[src/rtl/uart_cmd_parser_pkg.sv]
// Shared definitions for the sequencer command path: instruction width,
// ASCII control characters and the command parser state encoding.
package uart_cmd_parser_pkg;

    localparam int SEQ_INST_W = 16;

    localparam logic [7:0] ASCII_LF  = 8'h0A;
    localparam logic [7:0] ASCII_CR  = 8'h0D;
    localparam logic [7:0] ASCII_ESC = 8'h1B;

    typedef enum logic [1:0] {
        sIdle    = 2'd0,
        sCollect = 2'd1,
        sDrain   = 2'd2,
        sPend    = 2'd3
    } parse_state_t;

endpackage

[src/rtl/uart_hex_decode.sv]
// Combinational character classifier for the command parser.
// Define UART_CMD_LOWER_HEX_EN to accept 'a'-'f' as hex digits.
module uart_hex_decode
    import uart_cmd_parser_pkg::*;
(
    input  logic [7:0] i_char,
    output logic [3:0] o_nib,
    output logic       o_is_hex,
    output logic       o_is_term,
    output logic       o_is_esc
);

    always_comb begin
        o_nib     = 4'h0;
        o_is_hex  = 1'b0;
        o_is_term = (i_char == ASCII_CR) || (i_char == ASCII_LF);
        o_is_esc  = (i_char == ASCII_ESC);
        if (i_char >= 8'h30 && i_char <= 8'h39) begin
            o_is_hex = 1'b1;
            o_nib    = i_char[3:0];
        end else if (i_char >= 8'h41 && i_char <= 8'h46) begin
            // 'A'..'F' have low nibble 1..6
            o_is_hex = 1'b1;
            o_nib    = i_char[3:0] + 4'd9;
        end
`ifdef UART_CMD_LOWER_HEX_EN
        else if (i_char >= 8'h61 && i_char <= 8'h66) begin
            o_is_hex = 1'b1;
            o_nib    = i_char[3:0] + 4'd9;
        end
`endif
    end

endmodule

[src/rtl/uart_cmd_parser.sv]
// Assembles ASCII-hex command lines from the UART receiver into instruction
// words on a valid/ready handshake. Optional macro: UART_CMD_LOWER_HEX_EN.
module uart_cmd_parser
    import uart_cmd_parser_pkg::*;
#(
    parameter int INST_W  = SEQ_INST_W,
    parameter int NUM_NIB = INST_W / 4
) (
    input  logic              clk,
    input  logic              rst,
    input  logic [7:0]        i_rx_data,
    input  logic              i_rx_valid,
    output logic [INST_W-1:0] o_inst,
    output logic              o_inst_valid,
    input  logic              i_inst_ready,
    output logic              o_cmd_err,
    output logic              o_overrun,
    output logic              o_busy
);

    localparam int CNT_W = $clog2(NUM_NIB + 1);

    parse_state_t      r_state, w_state_nx;
    logic [INST_W-1:0] r_shift, w_shift_nx, w_shifted;
    logic [CNT_W-1:0]  r_cnt, w_cnt_nx;
    logic [INST_W-1:0] r_inst, w_inst_nx;
    logic              r_inst_valid, w_inst_valid_nx;
    logic              r_cmd_err, w_cmd_err_nx;
    logic              r_overrun, w_overrun_nx;

    logic [3:0] w_nib;
    logic       w_is_hex, w_is_term, w_is_esc;
    logic       w_full;

    uart_hex_decode u_dec (
        .i_char    (i_rx_data),
        .o_nib     (w_nib),
        .o_is_hex  (w_is_hex),
        .o_is_term (w_is_term),
        .o_is_esc  (w_is_esc)
    );

    assign w_shifted = (r_shift << 4) | INST_W'(w_nib);
    assign w_full    = (r_cnt == CNT_W'(NUM_NIB));

    always_ff @(posedge clk) begin
        if (rst) begin
            r_state      <= sIdle;
            r_shift      <= '0;
            r_cnt        <= '0;
            r_inst       <= '0;
            r_inst_valid <= 1'b0;
            r_cmd_err    <= 1'b0;
            r_overrun    <= 1'b0;
        end else begin
            r_state      <= w_state_nx;
            r_shift      <= w_shift_nx;
            r_cnt        <= w_cnt_nx;
            r_inst       <= w_inst_nx;
            r_inst_valid <= w_inst_valid_nx;
            r_cmd_err    <= w_cmd_err_nx;
            r_overrun    <= w_overrun_nx;
        end
    end

    always_comb begin
        w_state_nx      = r_state;
        w_shift_nx      = r_shift;
        w_cnt_nx        = r_cnt;
        w_inst_nx       = r_inst;
        w_inst_valid_nx = r_inst_valid;
        w_cmd_err_nx    = 1'b0;
        w_overrun_nx    = 1'b0;
        case (r_state)
            sIdle: begin
                // Terminators and ESC between lines are silently skipped
                if (i_rx_valid) begin
                    if (w_is_hex) begin
                        w_shift_nx = w_shifted;
                        w_cnt_nx   = CNT_W'(1);
                        w_state_nx = sCollect;
                    end else if (!w_is_term && !w_is_esc) begin
                        w_state_nx = sDrain;
                    end
                end
            end
            sCollect: begin
                if (i_rx_valid) begin
                    if (w_is_hex) begin
                        if (w_full) begin
                            w_state_nx = sDrain;
                        end else begin
                            w_shift_nx = w_shifted;
                            w_cnt_nx   = r_cnt + CNT_W'(1);
                        end
                    end else if (w_is_term) begin
                        if (w_full) begin
                            w_inst_nx       = r_shift;
                            w_inst_valid_nx = 1'b1;
                            w_state_nx      = sPend;
                        end else begin
                            w_cmd_err_nx = 1'b1;
                            w_state_nx   = sIdle;
                        end
                    end else if (w_is_esc) begin
                        w_cnt_nx   = '0;
                        w_state_nx = sIdle;
                    end else begin
                        w_state_nx = sDrain;
                    end
                end
            end
            sDrain: begin
                if (i_rx_valid) begin
                    if (w_is_term) begin
                        w_cmd_err_nx = 1'b1;
                        w_state_nx   = sIdle;
                    end else if (w_is_esc) begin
                        w_state_nx = sIdle;
                    end
                end
            end
            sPend: begin
                // No parsing while a word is outstanding, even on the accept cycle
                if (i_rx_valid) w_overrun_nx = 1'b1;
                if (i_inst_ready) begin
                    w_inst_valid_nx = 1'b0;
                    w_state_nx      = sIdle;
                end
            end
            default: w_state_nx = sIdle;
        endcase
    end

    assign o_inst       = r_inst;
    assign o_inst_valid = r_inst_valid;
    assign o_cmd_err    = r_cmd_err & ~rst;
    assign o_overrun    = r_overrun & ~rst;
    assign o_busy       = (r_state != sIdle);

endmodule

[config.mk]
export PLATFORM = sky130hd
export DESIGN_NAME = uart_cmd_parser
export DESIGN_NICKNAME = d
export VERILOG_FILES = /design/src/rtl/uart_cmd_parser_pkg.sv /design/src/rtl/uart_hex_decode.sv /design/src/rtl/uart_cmd_parser.sv
export SDC_FILE = /design/constraint.sdc
export NUM_CORES = 1
export LEC_CHECK = 0
export ABC_AREA = 1
export BUFFER_PORTS_ARGS = -buffer_cell sky130_fd_sc_hd__buf_2
export CAP_MARGIN = 15
export CORE_ASPECT_RATIO = 0.5
export CORE_MARGIN = 2
export CORE_UTILIZATION = 23
export DETAILED_ROUTE_END_ITERATION = 12
export SLEW_MARGIN = 10
export SYNTH_ARGS = -nofsm -noshare
export SYNTH_HDL_FRONTEND = slang
export SYNTH_HIERARCHICAL = 1
export SYNTH_SLANG_ARGS = --single-unit
[constraint.sdc]
create_clock -name clk -period 1.77 [get_ports clk]
set_input_delay 0.2655 -clock clk [delete_from_list [all_inputs] [get_ports clk]]
set_output_delay 0.2655 -clock clk [all_outputs]
set_load 0.02 [all_outputs]
==> results.yml, run 1 <==
floorplanning:
  die_h_um: 71.4
  dieWidth_um: 139
  start_util: 0.238
  die_area_sq_um: 9920
  row_count: 24
  ios: 32
  coreArea_sq_um: 8770
sta:
  layout_min_cycle_time_ns: 1.60
  holdWs_ns: 0.227
  timing_hold_violations_final: 0
  finalSetupTns_ns: 0
  worst_slew_margin_rel: 0.830
  fin_worst_skew_ns: 0.00191
  setup_viol: 0
  clock.fmax_ghz: 0.627
  grt_setup_unrepaired: "false"
  finalCritPeriodShare: 0.901
  slew_violations: 0
  tightest_slew_ns: 0.252
placement:
  place_inst: 447
  port_buffers: 31
  place.gp.congestion: 0.768
  dpl_cell_area_sq_um: 2600
  dp_hpwl_mm: 3.33
setup_path:
  setup.worst_path.start_class: "flop"
  cp.arrival_ns: 1.76
  end_kind: "flop"
  critical_path.max_stage_delay_ns: 0.33
  path_cells: "inv_1, ha_2, nor2_1, nor2_2, nand3_4, buf_12, o21ai_1, a21oi_1"
  critPathSlowestCell: "dfxtp_1"
  required_ns: 1.94
  worstSetupPathType: "reg -> reg"
  critPathMaxFanout: 19
run_status:
  status: "complete, no violations"
job:
  maxCapViolations: 0
cells_and_area:
  drive_gt1_frac: 0.314
  fill_cells: 948
  final_area_sq_um: 2770
  final_cell_count_no_fill: 455
  diodes: 0
  layout.nets: 359
  regArea_sq_um: 801
  multi_input_area_sq_um: 1040
  synthToLayoutAreaGrowth_pct: 32.7
routing:
  vias: 1830
  first_pass_iters: 4
  avgRoutedWirePerCell_um: 9.38
  drt_iter0_drc: 67
  antenna_left: 0
  drc: 0
  drt-total-wl_mm: 4.27
  vias_per_cell: 4.02
pwr:
  ir_drop_mv: 0.402
  p_leak_uw: 0.00125
  p_per_area_nw_per_um2: 970
yosys:
  seq_area_frac_synth: 0.383
  synth_top_area_share: 0.383
  syn-num-nets: 301
  synth_area_sq_um: 2090
  yosys.area.top_type: "dfxtp_1"
  synthTopCellsByArea: "dfxtp_1 38%, nand2_1 7.9%, inv_1 7.7%"
  synth_seq_cells: 40
  avgSynthCellArea_sq_um: 7.49
  yosysWarnings: 6
  ys_types: 29
  syn_inst: 279
cts:
  cts_hold_buf: 0
  cts_tree: "built"
  path_clk_slew_ns: 0.06
  htreeDepth: 2
  clock_latency_ns: 0.27
  cts-root-buf: "clkbuf_16"
  cts_buffer_depth: 2
  numCtsBuffers: 5
  clkSinkCount: 40
worst_hold_path:
  hp-class: "in -> reg"
grt:
  grt_pass1_vias: 1831
  grt_antenna_before_repair: 0
  grt_pass1_wl_mm: 7.69
  grt_use_total: 0.0929
  grt_max_degree: 36
  grt-ovfl-total: 0
==> cell type report <==
cell class	instances	area share
Sequential cell	40	0.289
Multi-Input combinational cell	180	0.376
Clock inverter	2	0.0126
Inverter	49	0.0681
Clock buffer	6	0.0465
Tap cell	117	0.0528
Timing Repair Buffer	61	0.155
==> repair_timing <==
| item | CTS | global route |
|---|---|---|
| resized for setup | 0 | 5 |
| endpoints found under the hold margin | 0 | 0 |
| buffers inserted | 0 | 0 |
| endpoints found under the setup margin | 0 | 21 |
==> cell usage in the layout (no fill, tap or decap), drive strengths merged <==
cell / Yosys / routed
nand4: 2 / 2
clkbuf: 2 / 6
clkinv: 3 / 3
nand3b: 1 / 1
or2: 1 / 1
nor3: 1 / 1
dfxtp: 40 / 40
nand2: 45 / 45
a211oi: 1 / 1
bufinv: 0 / 1
nor2: 27 / 27
nor4: 1 / 1
buf: 8 / 61
ha: 10 / 10
nand3: 17 / 17
inv: 46 / 47
o21ai: 38 / 38
a21oi: 36 / 36
==> routing by layer <==
layer  wire, um  vias to the layer above  track usage
li1           -                     1009            -
met1       2150                      806        0.114
met2       1960                       11        0.164
met3        115                        4       0.0234
met4         47                        0       0.0269
met5          0                        -            0
==> where the power goes <==
| part | total (uW) | leakage, uW | switching, uW | internal (uW) |
|---|---|---|---|---|
| registers | 995 | 0.000323 | 39.0 | 956 |
| clock network | 996 | 0.0000808 | 334 | 662 |
| logic | 699 | 0.000849 | 445 | 255 |
==> per-stage QoR <==
step           worst slack, ns   util  power [uW]
6_report                 0.175  0.316        2690
5_1_grt               0.000165  0.316        2870
4_1_cts                  0.117  0.315        2700
3_5_place_dp            -0.138  0.296        1700
3_3_place_gp            -0.108  0.296        1700
2_1_floorplan           0.0298      -        1520
==> sequential cells by signal (all words and copies together) (netlist names) <==
name	flops
r_cnt	3
o_inst	16
r_state	2
r_overrun	1
r_shift	16
o_inst_valid	1
r_cmd_err	1
==> critical path: cells and delay by family, from the launching register on <==
family,cells,cell delay (ns)
buffers and inverters,2,0.28
DFF,1,0.33
and+or+nand+nor,3,0.42
AOI/OAI and AO/OA,2,0.19
adders and majority gates,1,0.26
==> kinds of logic after synthesis <==
family / after synthesis / share of synthesized area
and+or+nand+nor: 95 / 0.218
buffers and inverters: 59 / 0.126
DFF: 40 / 0.383
adders and majority gates: 10 / 0.0598
AOI/OAI and AO/OA: 75 / 0.213
==> Yosys cell counts <==
| master | n |
|---|---|
| a211oi_1 | 1 |
| a21oi_1 | 22 |
| a21oi_2 | 14 |
| buf_2 | 3 |
| buf_4 | 1 |
| buf_6 | 4 |
| clkbuf_1 | 2 |
| clkinv_1 | 2 |
| clkinv_4 | 1 |
| dfxtp_1 | 40 |
| ha_1 | 10 |
| inv_1 | 43 |
| inv_2 | 3 |
| nand2_1 | 44 |
| nand2_2 | 1 |
| nand3_1 | 14 |
| nand3_2 | 1 |
| nand3_4 | 2 |
| nand3b_2 | 1 |
| nand4_1 | 2 |
| nor2_1 | 22 |
| nor2_2 | 4 |
| nor2_8 | 1 |
| nor3_1 | 1 |
| nor4_1 | 1 |
| o21ai_0 | 4 |
| o21ai_1 | 30 |
| o21ai_2 | 4 |
| or2_2 | 1 |
==> worst paths after layout <==
check	cells after the start	from	end	slack, ns
worst min-delay path	2	rst	r_state[0]	0.23
worst max register to register	8	r_state[1]	r_shift[12]	0.17
worst max-delay path	8	r_state[1]	r_shift[12]	0.17
worst min register to register	2	r_shift[15]	o_inst[15]	0.46
Note: power is estimated with default switching activity, not from simulation.
==> run 2: changes to the inputs <==
CORE_UTILIZATION = 45   (was 23)
PLACE_DENSITY = 0.68   (was default)
==> results.yml, run 2 (synthesized netlist as in run 1, its figures left out) <==
sta:
  holdWs_ns: 0.212
  tightest_slew_ns: 0.363
  grt_setup_unrepaired: "false"
  fin_worst_skew_ns: 0.00494
  timing_hold_violations_final: 0
  finalCritPeriodShare: 0.930
  clock.fmax_ghz: 0.607
  setup_viol: 0
  slew_violations: 0
  worst_slew_margin_rel: 0.756
  layout_min_cycle_time_ns: 1.65
  layout_setup_ws_ns: 0.124
cts:
  cts_buffer_depth: 2
  cts_tree: "built"
  htreeDepth: 2
  cts-root-buf: "clkbuf_8"
  numCtsBuffers: 5
  cts_hold_buf: 0
  clock_latency_ns: 0.29
  path_clk_slew_ns: 0.08
  clkSinkCount: 40
  post-cts-setup-buffers: 0
pwr:
  p_sw_frac: 0.329
  power.share.clock: 0.309
  power_uw: 2430
  p_per_area_nw_per_um2: 937
  p_leak_uw: 0.00119
  internal-power_uw: 1630
  ir_drop_mv: 0.554
  p_switching_uw: 801
  pwr-share-seq: 0.407
  combPwrFrac: 0.283
setup_path:
  end_kind: "flop"
  path_cells: "buf_2, inv_1, ha_1, nand2_1, nand3_2, nand2_2, nand2_2, buf_4, nor2_1, inv_1, nand3_1, nor2_2, nand2_1, nand2_1, nor2_1"
  cp.arrival_ns: 1.84
  worstSetupPathType: "in -> reg"
  critPathMaxFanout: 7
  r2r_start: "r_state[1]"
  setup.worst_path.start_class: "primary input"
  worstRegToRegCells: 8
  cp_common_cell: "nand2_1"
  worstReg2RegEnd: "r_shift[7]"
  required_ns: 1.96
  rrSetupSlack_ns: 0.19
  critical_path.max_stage_delay_ns: 0.22
  critPathSlowestCell: "ha_1"
cells_and_area:
  mostFrequentLayoutCells: "43 x inv_1, 43 x nand2_1, 40 x dfxtp_1, 31 x buf_2, 30 x o21ai_1"
  final_area_sq_um: 2590
  fin_util: 0.587
  layout.nets: 352
  diodes: 0
  fill_cells: 416
  synthToLayoutAreaGrowth_pct: 24.1
  drive_gt1_frac: 0.302
floorplanning:
  coreArea_sq_um: 4420
  die_area_sq_um: 5240
  ios: 32
  row_count: 17
  dieWidth_um: 100
  start_util: 0.473
  die_h_um: 52.2
worst_hold_path:
  min_from: "rst"
  hp-class: "in -> reg"
  hold_end: "r_state[0]"
  min_path_cells: 2
routing:
  vias: 1795
  drc: 0
  antenna_left: 0
  vias_per_cell: 4.63
  first_pass_iters: 4
  drt_iter0_drc: 61
  drt-total-wl_mm: 3.97
  avgRoutedWirePerCell_um: 10.2
placement:
  dp_hpwl_mm: 3.03
  dpl_cell_area_sq_um: 2470
  port_buffers: 31
  dpl_worst_slack_ns: -0.216
  place.gp.congestion: 0.965
run_status:
  status: "complete, no violations"
job:
  maxCapViolations: 0
grt:
  grt-ovfl-total: 0
  grt_pass1_wl_mm: 6.76
  grt_max_degree: 34
  grt_pass1_vias: 1601
  grt_use_total: 0.164
  grt_antenna_before_repair: 0
==> run 2: cell types whose count changed in the layout (fill, tap and decap cells not counted), sizes merged <==
| cell | previous run | this run |
|---|---|---|
| buf | 61 | 54 |
| clkbuf | 6 | 5 |
| clkinv | 3 | 2 |
| clkinvlp | 0 | 1 |
| inv | 47 | 48 |
==> run 2: through the flow <==
| step | TNS [ns] | cells |
|---|---|---|
| 2_1_floorplan | 0 | 279 |
| 3_3_place_gp | -1.95 | 380 |
| 3_5_place_dp | -5.02 | 380 |
| 4_1_cts | 0 | 388 |
| 5_1_grt | 0 | 388 |
| 6_report | 0 | 388 |
==> run 2: how the worst max path moves through the flow <==
stage	startpoint	to	slack, ns	cells past startpoint
floorplan	i_rx_data[1]	o_inst[10]	0.03	11
global placement	i_rx_data[0]	r_cnt[1]	-0.13	15
detailed placement	i_rx_data[0]	r_cnt[0]	-0.22	15
CTS	i_rx_data[0]	r_cnt[0]	0.09	15
global route	i_rx_data[0]	r_cnt[1]	0.02	15
finish	i_rx_data[0]	r_cnt[0]	0.12	15
==> run 2: cell type report <==
type                    count  area, sq um  share of cell area
clock buffers               5         68.8              0.0265
flip-flops and latches     40          801               0.309
repair buffers             54          378               0.146
well taps                  57         71.3              0.0275
clock inverters             3         46.3              0.0178
multi-input cells         180         1040               0.401
inverters                  49          189              0.0728
==> run 2: repair_timing <==
item                       CTS  global route
setup endpoints to repair    0            16
hold endpoints to repair     0             0
gates resized for setup      0             4
==> run 2: power by group through the flow <==
| stage | clock (uW) | combinational, uW | sequential [uW] |
|---|---|---|---|
| detailed placement | 0 | 678 | 1010 |
| CTS | 774 | 681 | 990 |
| global route | 811 | 781 | 999 |
| global placement | 0 | 669 | 1010 |
| floorplan | 0 | 518 | 1000 |
| finish | 752 | 688 | 990 |
==> run 2: routing by layer <==
layer | up-vias | global-route usage | wire, um
li1 | 994 | - | -
met1 | 771 | 0.208 | 2000
met2 | 24 | 0.268 | 1770
met3 | 6 | 0.0467 | 151
met4 | 0 | 0.0639 | 41
met5 | - | 0 | 0
==> run 2: worst max-delay path: cells and delay by family <==
kind	cells	cell delay, ns
adder cells (fa/ha/maj)	1	0.22
buffers and inverters	4	0.49
AND/OR/NAND/NOR	10	0.88
==> run 3: changes to the inputs <==
ABC_AREA = 0   (was 1)
==> results.yml, run 3 <==
run_status:
  status: "finished, violations left"
  violations: "setup timing"
floorplanning:
  start_util: 0.487
  coreArea_sq_um: 4060
  ios: 32
  die_h_um: 50.9
  die_area_sq_um: 4980
  row_count: 16
  dieWidth_um: 97.8
pwr:
  ir_drop_mv: 0.442
  p_per_area_nw_per_um2: 741
  power_uw: 2030
  p_leak_uw: 0.00112
sta:
  finalCritPeriodShare: 1.07
  timing_hold_violations_final: 0
  worst_slew_margin_rel: 0.740
  grt_setup_unrepaired: "true"
  layout_min_cycle_time_ns: 1.90
  slew_violations: 0
  tightest_slew_ns: 0.389
  setup_viol: 19
  holdWs_ns: 0.178
  clock.fmax_ghz: 0.527
  layout_setup_ws_ns: -0.127
  fin_worst_skew_ns: 0.00632
setup_path:
  end_kind: "flop"
  worstSetupPathType: "in -> reg"
  setup.worst_path.start_class: "primary input"
  cp.arrival_ns: 2.13
  required_ns: 2.00
  critPathMaxFanout: 8
placement:
  port_buffers: 31
  dpl_worst_slack_ns: -0.465
  dp_hpwl_mm: 3.12
  place.gp.congestion: 0.905
grt:
  grt_pass1_vias: 1677
  grt_use_total: 0.182
  grt_antenna_before_repair: 0
  grt-ovfl-total: 0
  grt_pass1_wl_mm: 7.21
  grt_max_degree: 33
yosys:
  syn_inst: 250
  yosysMostFrequentCell: "nand2_1"
  synth_top_area_share: 0.405
  synth_seq_cells: 40
  synth_area_sq_um: 1980
  yosysWarnings: 6
  synthArstFlopShare: 0
  ys.flop_type: "dfxtp_1"
  ys_types: 40
  yosys.area.top_type: "dfxtp_1"
  synthTopCellsByCount: "70 x nand2_1, 40 x dfxtp_1, 39 x a21oi_1, 11 x inv_1, 11 x nor2_1"
  avgSynthCellArea_sq_um: 7.92
  seq_area_frac_synth: 0.405
  syn-num-nets: 272
  synth-edff-count: 0
  synthTopCellsByArea: "dfxtp_1 40%, nand2_1 13%, a21oi_1 9.9%"
routing:
  first_pass_iters: 4
  drt_iter0_drc: 79
  antenna_left: 0
  drc: 0
  avgRoutedWirePerCell_um: 13.0
  vias: 1891
  drt-total-wl_mm: 4.70
  vias_per_cell: 5.22
cts:
  cts_tree: "built"
  cts_buffer_depth: 2
  clock_latency_ns: 0.30
  numCtsBuffers: 5
  clkSinkCount: 40
  cts-root-buf: "clkbuf_8"
  path_clk_slew_ns: 0.08
  htreeDepth: 2
cells_and_area:
  regArea_sq_um: 801
  drive_gt1_frac: 0.377
  layout.nets: 329
  final_common_cell: "nand2_1"
  fill_cells: 344
  mostFrequentLayoutCells: "60 x nand2_1, 40 x dfxtp_1, 29 x buf_2, 28 x a21oi_1, 23 x buf_4"
  synthToLayoutAreaGrowth_pct: 38.1
  diodes: 0
  multi_input_area_sq_um: 1210
job:
  maxCapViolations: 0
worst_hold_path:
  hp-class: "in -> reg"
## run 3: cell count changes in the layout (fill, tap and decap cells not counted), sizes merged, moves of 7 or more
cell	change
inv	-37
o21ai	-33
nand2	+25
nor2	-16
nand3	-13
buf	+7
## run 3: what timing repair did
action / in CTS / in global routing
pin swaps: 4 / 21
resized for setup: 10 / 35
buffers inserted: 0 / 3
hold buffers: 0 / 0
cloned: 0 / 2
setup endpoints to repair: 21 / 36
## run 3: metal layers
metal	vias up	wire [um]	GRT usage	share of wire
met3	4	212	0.0506	0.045
met1	887	2170	0.221	0.46
met2	46	2280	0.318	0.48
met4	0	43	0.0625	0.0091
met5	-	0	0	0
li1	954	-	-	-
## run 3: cells by family (layout without fill, tap and decap cells)
kind of cell / Yosys count / after routing / share of synthesized area
AOI/OAI and AO/OA: 56 / 56 / 0.158
adders and majority gates: 10 / 10 / 0.0632
buffers and inverters: 24 / 82 / 0.0594
DFF: 40 / 40 / 0.405
muxes: 5 / 5 / 0.0297
and+or+nand+nor: 115 / 115 / 0.285
## run 3: critical path, stage by stage
cell and delay [ns]:
buf_6 0.09, or4b_4 0.55, nor3_4 0.28, nand4_4 0.13, buf_6 0.15, nor3b_4 0.19, buf_6 0.15, clkbuf_16 0.15
nand2_1 0.06, a21oi_1 0.12
## run 3: path summary, 6_finish.rpt
check | startpoint | endpoint | slack, ns | cells past startpoint
worst min-delay path | i_inst_ready | o_inst_valid | 0.18 | 2
worst max-delay path | i_rx_data[5] | o_inst[9] | -0.13 | 10
worst min register to register | o_inst[1] | o_inst[1] | 0.45 | 2
worst max register to register | r_state[0] | r_state[0] | -0.05 | 6
## run 3: where the power goes
part / switching [uW] / internal, uW
logic: 187 / 160
registers: 5.42 / 910
clock network: 339 / 425
total: 531 / 1490
## run 3: per-stage QoR
stage,util,instances,cell area (sq um),setup TNS [ns]
6_report,0.673,362,2730,-1.99
5_1_grt,0.673,362,2730,-2.99
4_1_cts,0.623,357,2530,-0.935
3_5_place_dp,0.588,349,2390,-12.04
3_3_place_gp,0.588,349,2390,-10.42
2_1_floorplan,-,250,2010,-5.35
## run 3: area by class of cell
class	instances	share of cell area
clock buffers	5	0.0252
well taps	54	0.0247
flip-flops and latches	40	0.293
repair buffers	63	0.181
clock inverters	3	0.0174
inverters	11	0.0151
multi-input cells	186	0.443
